[src/rtl/tank_pkg.sv]
// Shared direction constants, FSM state and renderer direction encoding for the tank key path.
// Pure declarations: no latency, no flow control.
package tank_pkg;

    localparam logic [3:0] DIR_UP    = 4'b1000;
    localparam logic [3:0] DIR_DOWN  = 4'b0100;
    localparam logic [3:0] DIR_LEFT  = 4'b0010;
    localparam logic [3:0] DIR_RIGHT = 4'b0001;
    localparam logic [3:0] DIR_NONE  = 4'b0000;

    typedef enum logic [1:0] {
        IDLE,
        DELAY,
        REPEAT
    } state_t;

    typedef enum logic [1:0] {
        ENC_UP    = 2'd0,
        ENC_DOWN  = 2'd1,
        ENC_LEFT  = 2'd2,
        ENC_RIGHT = 2'd3
    } dir_enc_t;

    // Priority up > down > left > right; bit order of held matches DIR_* one-hot.
    function automatic logic [3:0] sel_dir_f(input logic [3:0] held);
        if (held[3]) return DIR_UP;
        if (held[2]) return DIR_DOWN;
        if (held[1]) return DIR_LEFT;
        if (held[0]) return DIR_RIGHT;
        return DIR_NONE;
    endfunction

    function automatic dir_enc_t dir_encode(input logic [3:0] dir);
        if (dir[3]) return ENC_UP;
        if (dir[2]) return ENC_DOWN;
        if (dir[1]) return ENC_LEFT;
        return ENC_RIGHT;
    endfunction

endpackage

[src/rtl/key_debounce.sv]
// One raw active-low button: 2-flop synchroniser plus stability counter, active-high level out.
// Level change appears 2+DEB_CYCLES cycles after the raw edge; no backpressure.
module key_debounce #(
    parameter int DEB_CYCLES = 250000
) (
    input  logic clk_25m,
    input  logic rst,
    input  logic raw_n,
    output logic held
);

    localparam int CW = (DEB_CYCLES > 1) ? $clog2(DEB_CYCLES) : 1;
    localparam logic [CW-1:0] CNT_LAST = CW'(DEB_CYCLES - 1);

    logic [1:0]    sync_q, sync_d;
    logic          deb_n_q, deb_n_d;
    logic [CW-1:0] cnt_q, cnt_d;

    always_ff @(posedge clk_25m or posedge rst) begin
        if (rst) begin
            sync_q  <= 2'b11;
            deb_n_q <= 1'b1;
            cnt_q   <= '0;
        end else begin
            sync_q  <= sync_d;
            deb_n_q <= deb_n_d;
            cnt_q   <= cnt_d;
        end
    end

    always_comb begin
        sync_d  = {sync_q[0], raw_n};
        deb_n_d = deb_n_q;
        cnt_d   = '0;
        // The cycle that would make DEB_CYCLES consecutive differing samples flips the level.
        if (sync_q[1] != deb_n_q) begin
            if (cnt_q == CNT_LAST) begin
                deb_n_d = sync_q[1];
            end else begin
                cnt_d = cnt_q + 1'b1;
            end
        end
    end

    assign held = ~deb_n_q;

endmodule

[src/rtl/tank_key_ctrl.sv]
// Debounced tank buttons to frame-aligned one-cycle move/fire commands with first-delay/auto-repeat.
// Commands appear the cycle after frame_tick; no backpressure, at most one move and one fire per frame.
module tank_key_ctrl
    import tank_pkg::*;
#(
    parameter int DEB_CYCLES   = 250000,
    parameter int REPEAT_FIRST = 8,
    parameter int REPEAT_RATE  = 4
) (
    input  logic       clk_25m,
    input  logic       rst,
    input  logic [3:0] keys_n,
    input  logic       fire_n,
    input  logic       frame_tick,
    output logic       move_vld,
    output logic [3:0] move_dir,
    output logic       fire_pulse,
    output logic [3:0] keys_held
);

    logic [3:0] held;
    logic       fire_held;
    logic [3:0] sel_dir;
    logic       fire_rise;

    state_t     state_q, state_d;
    logic [7:0] cnt_q, cnt_d;
    logic [3:0] move_dir_q, move_dir_d;
    logic       move_vld_q, move_vld_d;
    logic       fire_pulse_q, fire_pulse_d;
    logic       pending_q, pending_d;
    logic       fire_prev_q, fire_prev_d;

    for (genvar gi = 0; gi < 4; gi++) begin : g_key
        key_debounce #(.DEB_CYCLES(DEB_CYCLES)) u_key (
            .clk_25m (clk_25m),
            .rst     (rst),
            .raw_n   (keys_n[gi]),
            .held    (held[gi])
        );
    end

    key_debounce #(.DEB_CYCLES(DEB_CYCLES)) u_fire (
        .clk_25m (clk_25m),
        .rst     (rst),
        .raw_n   (fire_n),
        .held    (fire_held)
    );

    assign sel_dir   = sel_dir_f(held);
    assign fire_rise = fire_held & ~fire_prev_q;

    always_ff @(posedge clk_25m or posedge rst) begin
        if (rst) begin
            state_q      <= IDLE;
            cnt_q        <= '0;
            move_dir_q   <= DIR_NONE;
            move_vld_q   <= 1'b0;
            fire_pulse_q <= 1'b0;
            pending_q    <= 1'b0;
            fire_prev_q  <= 1'b0;
        end else begin
            state_q      <= state_d;
            cnt_q        <= cnt_d;
            move_dir_q   <= move_dir_d;
            move_vld_q   <= move_vld_d;
            fire_pulse_q <= fire_pulse_d;
            pending_q    <= pending_d;
            fire_prev_q  <= fire_prev_d;
        end
    end

    always_comb begin
        state_d      = state_q;
        cnt_d        = cnt_q;
        move_dir_d   = move_dir_q;
        move_vld_d   = 1'b0;
        fire_pulse_d = 1'b0;
        pending_d    = pending_q;
        fire_prev_d  = fire_held;

        if (frame_tick) begin
            case (state_q)
                IDLE: begin
                    if (sel_dir != DIR_NONE) begin
                        move_vld_d = 1'b1;
                        move_dir_d = sel_dir;
                        cnt_d      = 8'(REPEAT_FIRST);
                        state_d    = DELAY;
                    end
                end
                DELAY, REPEAT: begin
                    if (sel_dir == DIR_NONE) begin
                        state_d = IDLE;
                    end else if (sel_dir != move_dir_q) begin
                        move_vld_d = 1'b1;
                        move_dir_d = sel_dir;
                        cnt_d      = 8'(REPEAT_FIRST);
                        state_d    = DELAY;
                    end else if (cnt_q == 8'd1) begin
                        move_vld_d = 1'b1;
                        cnt_d      = 8'(REPEAT_RATE);
                        state_d    = REPEAT;
                    end else begin
                        cnt_d = cnt_q - 8'd1;
                    end
                end
                default: state_d = IDLE;
            endcase
            fire_pulse_d = pending_q;
            pending_d    = 1'b0;
        end

        // An edge landing on the tick itself survives the clear and goes out next frame.
        if (fire_rise) begin
            pending_d = 1'b1;
        end
    end

    assign move_vld   = move_vld_q;
    assign move_dir   = move_dir_q;
    assign fire_pulse = fire_pulse_q;
    assign keys_held  = held;

endmodule

[config.mk]
export PLATFORM = sky130hd
export DESIGN_NAME = tank_key_ctrl
export DESIGN_NICKNAME = d
export VERILOG_FILES = /design/src/rtl/tank_pkg.sv /design/src/rtl/key_debounce.sv /design/src/rtl/tank_key_ctrl.sv
export SDC_FILE = /design/constraint.sdc
export NUM_CORES = 1
export LEC_CHECK = 0
export BUFFER_PORTS_ARGS = -buffer_cell sky130_fd_sc_hd__buf_2
export CAP_MARGIN = 10
export CORE_ASPECT_RATIO = 0.7
export CORE_MARGIN = 3
export CORE_UTILIZATION = 62
export CTS_CLUSTER_DIAMETER = 100
export DETAILED_ROUTE_END_ITERATION = 8
export GPL_ROUTABILITY_DRIVEN = 0
export PLACE_DENSITY = 0.87
export SYNTH_ARGS = -nofsm -noshare
export SYNTH_HDL_FRONTEND = slang
export SYNTH_SLANG_ARGS = --single-unit
[constraint.sdc]
create_clock -name clk_25m -period 4.9 [get_ports clk_25m]
set_input_delay 0.735 -clock clk_25m [delete_from_list [all_inputs] [get_ports clk_25m]]
set_output_delay 0.735 -clock clk_25m [all_outputs]
set_load 0.05 [all_outputs]
==> reports/results.txt <==
pins over their slew limit: 0
CP Capture Type: flop
period utilisation layout: 0.444
vias in the first global route: 4149
postcts setup bufs: 0
Pwr per Cell Area: 415 nW/um^2
most frequent cell after synthesis: dfrtp_1
GRT overflow: 0
compound-cell area share of the yosys netlist: 0.0454
Achievable Freq: 0.460 GHz
Synth Warn #: 0
largest family of logic cells by synthesized area: simple AND/OR/NAND/NOR gates
floorplan row count: 29
DRT iter0 DRCs: 356
CTS tree: yes
Leakage: 2.87 nW
post-synthesis mux area share: 0.00383
fill count: 609
Startpoint Class: flop
Reg2Reg Depth: 5
PnR worst setup slack: 2.72 ns
Post-Syn Nets: 596
H-tree depth: 4
Port-buffer cells: 17
top cells by area, synth: dfrtp_1 (46%), xor2_1 (7.6%), nor2_1 (6.8%)
register area: 3100 sq um
Min-Delay Path Depth: 0
TNS Setup: 0 ns
pre-CTS setup slack: 2.73 ns
Final nets: 617
# setup viols final: 0
Worst path depth: 5
n_diodes: 0
register area share after synthesis: 0.527
Post-DP HPWL: 7340 um
Max transition margin: 0.281
WS Path Type: flop to flop
pin count of the biggest net entering global routing: 92
top post-synthesis cells by count: dfrtp_1 (108), nor2_1 (107), xor2_1 (51)
CTS buffer count: 17
Critical Path Fanout Max: 15
CP Buf/Inv Count: 0
DR vias: 4218
number of synthesized flops with an enable pin: 0
antenna violations before repair: 0
worst path arrival time: 2.50 ns
Total GRT Usage: 0.244
Yosys top cell area share: 0.460
clk buf depth: 2
Cell variety after synth: 55
global-route wire length before repair: 20100 um
Hold Buf Count CTS: 0
cell taking the most area after synthesis: dfrtp_1
DRC viols: 0
Max-cap violations: 0
Hold WC Path Type: flop to flop
RSZ-0062 raised after global routing: no
Post-Synth XOR/XNOR Area: 0.131
CTS sink cnt: 123
crit-path cells: nand4b_1 -> xnor2_2 -> a211oi_4 -> nand3b_2 -> o31ai_2
DRT Pass-1 Iters: 5
routed wire length: 12000 um
Max Clock Skew: 0.00701 ns
worst skew pair latency: 0.42 ns
Required @ worst endpoint: 5.22 ns
CORE AREA: 9140 sq um
Clock Tree Root: clkbuf_16
slowest stage delay, CP: 0.63 ns
Max VDD drop: 0.000247 V
Worst path top cell family by delay: compound AO/OA/AOI/OAI gates
Synth async-reset ratio: 1.00
final hold vios: 0
area of the multi-input gates: 2580 sq um
die area: 10700 sq um
Die Y: 87.4 um
die width: 122 um
status: finished clean
adder-cell share of the synthesized area: 0.0192
Cell Area, Synth: 5870 sq um
Synth Register Bits: 123
P&R area growth vs syn: 12.6%
IO Pins: 18
Critical-path top delay cell: dfstp_2
Vias/cell: 5.72
post-cts sizing count: 0
Post-Synthesis Cells: 579
Clock transition at path regs: 0.05 ns
share of layout cells above drive strength 1: 0.117
Routed wire per std cell: 16.2 um
commonest register cell after synthesis: dfrtp_1
simple-gate share of the synthesized area: 0.239
Tmin final: 2.18 ns
Detail Route Antenna Nets: 0
starting density of the core: 0.642
Least-Margin Pin Slew: 1.08 ns
syn avg cell area: 10.1 sq um
## registers in the layout, summed over array words and instances, names as in the netlist
name and flops:
u_fire.sync_q 2, fire_pulse 1, cnt_q 8, fire_prev_q 1
pending_q 1, g_key.u_key.cnt_q 72, state_q 2, move_dir 4
g_key.u_key.sync_q 8, move_vld 1, u_fire.cnt_q 18, g_key.u_key.deb_n_q 4
u_fire.deb_n_q 1
## layout by cell type, fill, tap and decap left out, types with 2 or more instances in the layout
| master | count |
|---|---|
| o21ai_1 | 8 |
| nand3b_1 | 4 |
| nor3_1 | 12 |
| clkbuf_16 | 17 |
| and2_1 | 3 |
| dfstp_2 | 15 |
| clkbuf_1 | 5 |
| o21ai_0 | 6 |
| buf_2 | 17 |
| clkinv_2 | 3 |
| nor2_1 | 107 |
| nand4b_1 | 2 |
| nor4bb_1 | 2 |
| nor4_1 | 11 |
| xnor2_1 | 35 |
| and3_1 | 16 |
| nor2b_1 | 4 |
| o22ai_1 | 2 |
| nand3_1 | 40 |
| ha_1 | 9 |
| nand2_1 | 43 |
| clkbuf_8 | 3 |
| bufinv_16 | 3 |
| nor4b_1 | 4 |
| and4_1 | 8 |
| dfrtp_1 | 108 |
| a21oi_1 | 5 |
| nand2b_1 | 5 |
| inv_1 | 23 |
| nand4_1 | 13 |
| xor2_1 | 51 |
## path summary, 6_finish.rpt
| check | slack [ns] | endpoint | startpoint |
|---|---|---|---|
| setup / recovery | 2.72 | cnt_q[7] | g_key[2].u_key.deb_n_q |
| hold / removal | 0.35 | g_key[1].u_key.sync_q[1] | g_key[1].u_key.sync_q[0] |
| setup reg to reg | 2.72 | cnt_q[7] | g_key[2].u_key.deb_n_q |
| hold reg to reg | 0.35 | g_key[1].u_key.sync_q[1] | g_key[1].u_key.sync_q[0] |
| max in group asynchronous | 3.24 | g_key[2].u_key.sync_q[0] | rst |
| min in group asynchronous | 0.59 | g_key[3].u_key.cnt_q[14] | rst |
## cell families (layout without fill, tap and decap cells)
| logic type | count (synthesis) | in the layout |
|---|---|---|
| muxes | 2 | 2 |
| DFF | 123 | 123 |
| xor gates and xnor gates | 87 | 87 |
| and+or+nand+nor | 281 | 281 |
| buffers and inverters | 40 | 74 |
| AOI/OAI and AO/OA | 37 | 37 |
| adders and majority gates | 9 | 9 |
## power breakdown
group          internal (mW)  switching [mW]
logic                  0.117           0.231
clock network          0.837           0.426
registers               1.07          0.0570
total                   2.03           0.714
## worst register-to-register path, cell delays in order (launching register included)
cell	delay (ns)
dfstp_2	0.63
nand4b_1	0.22
xnor2_2	0.23
a211oi_4	0.59
nand3b_2	0.21
o31ai_2	0.21
## metrics by stage
| stage | instances | hold slack (ns) | area (sq um) | total power [mW] | utilization |
|---|---|---|---|---|---|
| after floorplan | 579 | 0.345 | 5870 | 1.42 | - |
| after global placement | 705 | 0.346 | 6010 | 1.46 | 0.658 |
| after detailed placement | 705 | 0.347 | 6010 | 1.48 | 0.658 |
| after CTS | 737 | 0.355 | 6610 | 2.75 | 0.723 |
| after global routing | 737 | 0.358 | 6610 | 2.85 | 0.723 |
| final | 737 | 0.355 | 6610 | 2.74 | 0.723 |
## routing by layer
metal  GRT usage  up-vias  share of wire
met5           0        -              0
met4       0.106        0          0.019
met3      0.0558       23          0.049
met2       0.387      123           0.47
met1       0.326     2069           0.46
li1            -     2003              -
## cell type report
type	count	area share
Inverter	24	0.0140
Clock inverter	7	0.0170
Clock buffer	25	0.0734
Sequential cell	123	0.468
Timing Repair Buffer	18	0.0140
Tap cell	124	0.0235
Multi-Input combinational cell	416	0.390
(Power assumes the default switching activity.)
